`config.mk`:
```
export PLATFORM = sky130hd
export DESIGN_NAME = id_decode_stage
export DESIGN_NICKNAME = d
export VERILOG_FILES = /design/src/rtl/id_decode_stage.sv
export SDC_FILE = /design/constraint.sdc
export NUM_CORES = 1
export LEC_CHECK = 0
export CAP_MARGIN = 25
export CORE_ASPECT_RATIO = 2
export CORE_MARGIN = 10
export CORE_UTILIZATION = 40
export CTS_CLUSTER_SIZE = 25
export DETAILED_ROUTE_END_ITERATION = 8
export GPL_TIMING_DRIVEN = 0
export PLACE_DENSITY = 0.89
export SYNTH_ARGS = -nofsm -noshare
export SYNTH_HDL_FRONTEND = slang
export SYNTH_SLANG_ARGS = --single-unit
```
`constraint.sdc`:
```
create_clock -name clk -period 1.7 [get_ports clk]
set_input_delay 0.34 -clock clk [delete_from_list [all_inputs] [get_ports clk]]
set_output_delay 0.34 -clock clk [all_outputs]
set_load 0.03 [all_outputs]
```
`src/rtl/id_decode_stage.sv`:
```
// id_decode_stage: registered MIPS instruction-decode stage.
// Splits a 32-bit instruction into opcode/funct, register indices, an
// extended immediate (or shamt) and a region jump target, then holds the
// result in an output register behind a valid/ready handshake.
// Optional build macro: ID_DECODE_SKID_EN adds a one-entry skid register so
// in_ready comes straight from a flop instead of from out_ready.
//
// Handshake: a transfer happens on a rising edge where valid && ready are
// both high; valid, once raised, is held (with stable data) until ready is
// seen. flush overrides everything: nothing is captured in a flush cycle and
// every held instruction is discarded.
module id_decode_stage #(
    parameter int DATA_W     = 32,
    parameter int REG_AW     = 5,
    parameter int SYSCALL_RA = 2,
    parameter int SYSCALL_RB = 4,
    parameter int LINK_REG   = 31
) (
    input  logic              clk,
    input  logic              rst_n,
    input  logic              in_valid,
    output logic              in_ready,
    input  logic [31:0]       code,
    input  logic [DATA_W-1:0] pc_plus4,
    input  logic              shift,
    input  logic              syscall,
    input  logic              reg_dst,
    input  logic              jal,
    input  logic              zero_ext,
    input  logic              flush,
    output logic              out_valid,
    input  logic              out_ready,
    output logic [5:0]        opcode,
    output logic [5:0]        funct,
    output logic [REG_AW-1:0] ra,
    output logic [REG_AW-1:0] rb,
    output logic [REG_AW-1:0] rw,
    output logic [DATA_W-1:0] extend,
    output logic [DATA_W-1:0] pc_jump,
    output logic [DATA_W-1:0] pc_out
);

    typedef struct packed {
        logic [5:0]        opcode;
        logic [5:0]        funct;
        logic [REG_AW-1:0] ra;
        logic [REG_AW-1:0] rb;
        logic [REG_AW-1:0] rw;
        logic [DATA_W-1:0] extend;
        logic [DATA_W-1:0] pc_jump;
        logic [DATA_W-1:0] pc_out;
    } dec_t;

    // Low REG_AW bits of a 5-bit field, zero-padded when REG_AW is wider.
    function automatic logic [REG_AW-1:0] reg_idx(input logic [4:0] f);
        logic [REG_AW+4:0] wide;
        wide = {{REG_AW{1'b0}}, f};
        return wide[REG_AW-1:0];
    endfunction

    dec_t dec_in;
    dec_t out_q;
    logic out_valid_q;
    logic accept;

    // Combinational decode of the presented instruction.
    always_comb begin
        dec_in         = '0;
        dec_in.opcode  = code[31:26];
        dec_in.funct   = code[5:0];
        if (syscall)
            dec_in.ra = REG_AW'(SYSCALL_RA);
        else if (shift)
            dec_in.ra = reg_idx(code[20:16]);
        else
            dec_in.ra = reg_idx(code[25:21]);
        dec_in.rb = syscall ? REG_AW'(SYSCALL_RB) : reg_idx(code[20:16]);
        if (jal)
            dec_in.rw = REG_AW'(LINK_REG);
        else if (reg_dst)
            dec_in.rw = reg_idx(code[15:11]);
        else
            dec_in.rw = reg_idx(code[20:16]);
        if (shift)
            dec_in.extend = {{(DATA_W-5){1'b0}}, code[10:6]};
        else if (zero_ext)
            dec_in.extend = {{(DATA_W-16){1'b0}}, code[15:0]};
        else
            dec_in.extend = {{(DATA_W-16){code[15]}}, code[15:0]};
        // Region jump: keep the top nibble of PC+4.
        dec_in.pc_jump = {pc_plus4[DATA_W-1:28], code[25:0], 2'b00};
        dec_in.pc_out  = pc_plus4;
    end

`ifdef ID_DECODE_SKID_EN
    dec_t skid_q;
    logic skid_valid_q;
    logic load_out;

    assign in_ready = !skid_valid_q;
    assign accept   = in_valid && in_ready && !flush;
    // Output register may take new data when empty or being drained.
    assign load_out = !out_valid_q || out_ready;

    // Output plus skid: the skid drains first so order is preserved.
    always_ff @(posedge clk or negedge rst_n) begin
        if (!rst_n) begin
            out_q        <= '0;
            out_valid_q  <= 1'b0;
            skid_q       <= '0;
            skid_valid_q <= 1'b0;
        end else if (flush) begin
            out_valid_q  <= 1'b0;
            skid_valid_q <= 1'b0;
        end else if (load_out) begin
            if (skid_valid_q) begin
                out_q        <= skid_q;
                out_valid_q  <= 1'b1;
                skid_valid_q <= 1'b0;
            end else if (accept) begin
                out_q       <= dec_in;
                out_valid_q <= 1'b1;
            end else begin
                out_valid_q <= 1'b0;
            end
        end else if (accept) begin
            skid_q       <= dec_in;
            skid_valid_q <= 1'b1;
        end
    end
`else
    assign in_ready = !out_valid_q || out_ready;
    assign accept   = in_valid && in_ready && !flush;

    // Single output register, replaced in place on back-to-back accepts.
    always_ff @(posedge clk or negedge rst_n) begin
        if (!rst_n) begin
            out_q       <= '0;
            out_valid_q <= 1'b0;
        end else if (flush) begin
            out_valid_q <= 1'b0;
        end else if (accept) begin
            out_q       <= dec_in;
            out_valid_q <= 1'b1;
        end else if (out_ready) begin
            out_valid_q <= 1'b0;
        end
    end
`endif

    assign out_valid = out_valid_q;
    assign opcode    = out_q.opcode;
    assign funct     = out_q.funct;
    assign ra        = out_q.ra;
    assign rb        = out_q.rb;
    assign rw        = out_q.rw;
    assign extend    = out_q.extend;
    assign pc_jump   = out_q.pc_jump;
    assign pc_out    = out_q.pc_out;

endmodule

```
==> impl_metrics.env <==
export IMPL_hold_viol_final=0
export IMPL_fmax_mhz=607
export IMPL_cts_root_buf="clkbuf_16"
export IMPL_first_global_vias=3381
export IMPL_timing_slew_headroom_pct=57.5
export IMPL_n_fill_cell=798
export IMPL_ant_nets=0
export IMPL_cts_clk_slew_worst_paths_ns=0.07
export IMPL_antenna_found_initial=0
export IMPL_regToRegStartpoint="out_valid$_DFFE_PN0P_"
export IMPL_fin_crit_ns=1.65
export IMPL_areaGrowthSynthToFinish_pct=61.3
export IMPL_ys_seq_elements=97
export IMPL_multi_input_area_sq_um=1430
export IMPL_clock_sinks=97
export IMPL_drt_iter0_drc=92
export IMPL_setup_ws_ns=0.0528
export IMPL_antenna_cells=0
export IMPL_numCtsBuffers=9
export IMPL_drc=0
export IMPL_ys_seq_area_share_pct=58.4
export IMPL_cap_violations=0
export IMPL_ff_latch_area_sq_um=2430
export IMPL_p_per_area_nw_per_um2=1160
export IMPL_hp_class="in2async"
export IMPL_status="finished clean"
export IMPL_layout_drive_gt1_share_pct=27.6
export IMPL_grt_max_degree=51
export IMPL_p_leak_nw=3.14
export IMPL_finalClockSkew_ns=0.00569
export IMPL_track_usage_pct=16.5
export IMPL_finish_net_count=573
export IMPL_rr_worst_depth=6
export IMPL_dr_pass1_iters=4
export IMPL_endpoint_kind="flop"
export IMPL_rr_endpoint="extend[8]$_DFFE_PN0P_"
export IMPL_io_pins=199
export IMPL_period_share_pct=96.9
export IMPL_tightestPinTransition_ns=0.638
export IMPL_yosysUniqueCellTypes=16
export IMPL_syn_area_sq_um=4160
export IMPL_postSynthCellCount=283
export IMPL_worstPathRequired_ns=1.91
export IMPL_cp_arrival_ns=1.86
export IMPL_crit_fanout=10
export IMPL_start_util_pct=40.9
export IMPL_die_area_sq_um=15100
export IMPL_post_route_util_pct=66.1
export IMPL_drt_wl_total_microns=13100
export IMPL_core_sq_um=10100
export IMPL_portBuffers=194
export IMPL_pre_cts_ws_ns=-0.587
export IMPL_critical_path_class="reg2reg"
export IMPL_start_kind="flop"
export IMPL_num_vias=3029
export IMPL_gp_congestion=0.743
export IMPL_fin_setup_tns_ns=0
export IMPL_grt_pass1_wl_microns=19400
export IMPL_cts_buffer_depth=2
export IMPL_cts_htree_levels=3
export IMPL_setup_viol=0
export IMPL_grt_ovfl_total=0
export IMPL_total_power_mw=7.78
export IMPL_whs_ns=0.0215
export IMPL_yosys_warnings=0
export IMPL_finalMaxSlewViolations=0
export IMPL_chipHeight_microns=164
export IMPL_syn_area_per_cell_sq_um=14.7
export IMPL_cts_tree="built"
export IMPL_ff2ff_setup_slack_ns=0.05
export IMPL_viasPerCell=4.74
export IMPL_dp_hpwl_microns=10300
export IMPL_die_width_microns=92.1
export IMPL_clkLatencyLatePin_ns=0.33
export IMPL_wl_per_cell_microns=20.5
export IMPL_ir_drop_mv=0.634
export IMPL_num_rows=52
where the power goes:
group | total (mW) | internal (mW) | switching [mW] | leakage (nW)
sequential | 2.88 | 2.69 | 0.192 | 1.16
combinational | 2.55 | 1.04 | 1.51 | 1.82
clock | 2.34 | 1.48 | 0.859 | 0.169
synthesized netlist by cell type:
master    instances  area share, %
a211o_1           6            1.3
buf_1             2           0.18
buf_2             6           0.72
buf_4            28            5.1
buf_6             4            1.1
clkbuf_1          1          0.090
conb_1            1          0.090
dfrtp_1          97             58
inv_1             2           0.18
mux2_1           39             11
mux2_2           61             17
mux2i_1           5            1.2
nor2_1            7           0.63
nor2b_1          22            3.3
nor2b_2           1           0.21
nor3b_4           1           0.45
what timing repair did:
action | in CTS | in global routing
hold buffers | 0 | 0
setup endpoints to repair | 158 | 91
gates resized for setup | 149 | 24
buffers inserted | 4 | 2
pin swaps | 0 | 1
gates cloned | 0 | 3
kinds of logic (layout without fill, tap and decap cells):
group	count (synthesis)	in the layout	share of synthesized area (%)
other	1	2	0.0902
flip-flops	97	97	58.4
buffers and inverters	43	263	7.32
AO/OA/AOI/OAI	6	6	1.26
AND/OR/NAND/NOR	31	31	4.61
multiplexers	105	105	28.3
how the worst max path moves through the flow:
stage / start / end / slack (ns) / cells past startpoint
floorplan: out_valid$_DFFE_PN0P_ / extend[10]$_DFFE_PN0P_ / 0.02 / 5
global placement: rst_n / opcode[3]$_DFFE_PN0P_ / -3.20 / 1
detailed placement: shift / extend[3]$_DFFE_PN0P_ / -0.59 / 4
CTS: out_ready / ra[3]$_DFFE_PN0P_ / -0.003 / 5
global route: out_valid$_DFFE_PN0P_ / extend[8]$_DFFE_PN0P_ / -0.02 / 6
finish: out_valid$_DFFE_PN0P_ / extend[8]$_DFFE_PN0P_ / 0.05 / 6
layout by cell type, fill, tap and decap left out:
cell,count
buf_12,4
clkdlybuf4s15_2,2
nor2b_4,1
buf_2,2
clkinvlp_4,1
dfrtp_1,96
mux2_1,39
nor2_1,7
conb_1,2
dlygate4sd2_1,104
buf_8,2
clkbuf_8,1
nor3b_4,1
mux2_2,61
clkdlybuf4s15_1,7
clkdlybuf4s50_1,69
buf_1,1
clkinv_4,2
clkbuf_4,2
dlymetal6s2s_1,4
nor2b_1,22
buf_16,1
buf_4,43
mux2i_1,5
clkbuf_16,12
clkbuf_1,1
inv_1,2
bufinv_16,3
dfrtp_2,1
a211o_1,6
stage by stage:
step	instance area, sq um	std cells
global placement	6270	613
CTS	6540	634
floorplan	4160	284
global route	6700	639
finish	6700	639
detailed placement	6300	614
sequential cells by signal, summed over array words and instances, names as in the netlist:
| name | flops |
|---|---|
| rw | 5 |
| pc_out | 32 |
| opcode | 6 |
| funct | 5 |
| pc_jump | 21 |
| ra | 5 |
| extend | 17 |
| out_valid | 1 |
| rb | 5 |
worst max-delay path, stage by stage (launching register included):
cell,delay (ns)
dfrtp_1,0.37
nor2b_4,0.14
nor3b_4,0.24
buf_12,0.16
buf_12,0.13
buf_12,0.13
mux2_1,0.34
per-layer routing:
layer	global-route usage (%)	part of all wire (%)	vias up
met5	0	0	-
met4	5.92	2.3	0
met3	4.62	5.2	17
met2	32.1	60	106
met1	15.7	33	1522
li1	-	-	1384
layout make-up:
class | instances | share of cell area [%]
clock inverter | 6 | 1.72
inverter | 2 | 0.112
sequential | 97 | 36.2
clock buffer | 10 | 3.56
tap | 135 | 2.52
multi-input combinational | 144 | 21.4
buffer | 41 | 5.19
timing repair buffer | 204 | 29.3
(Power assumes the default switching activity.)
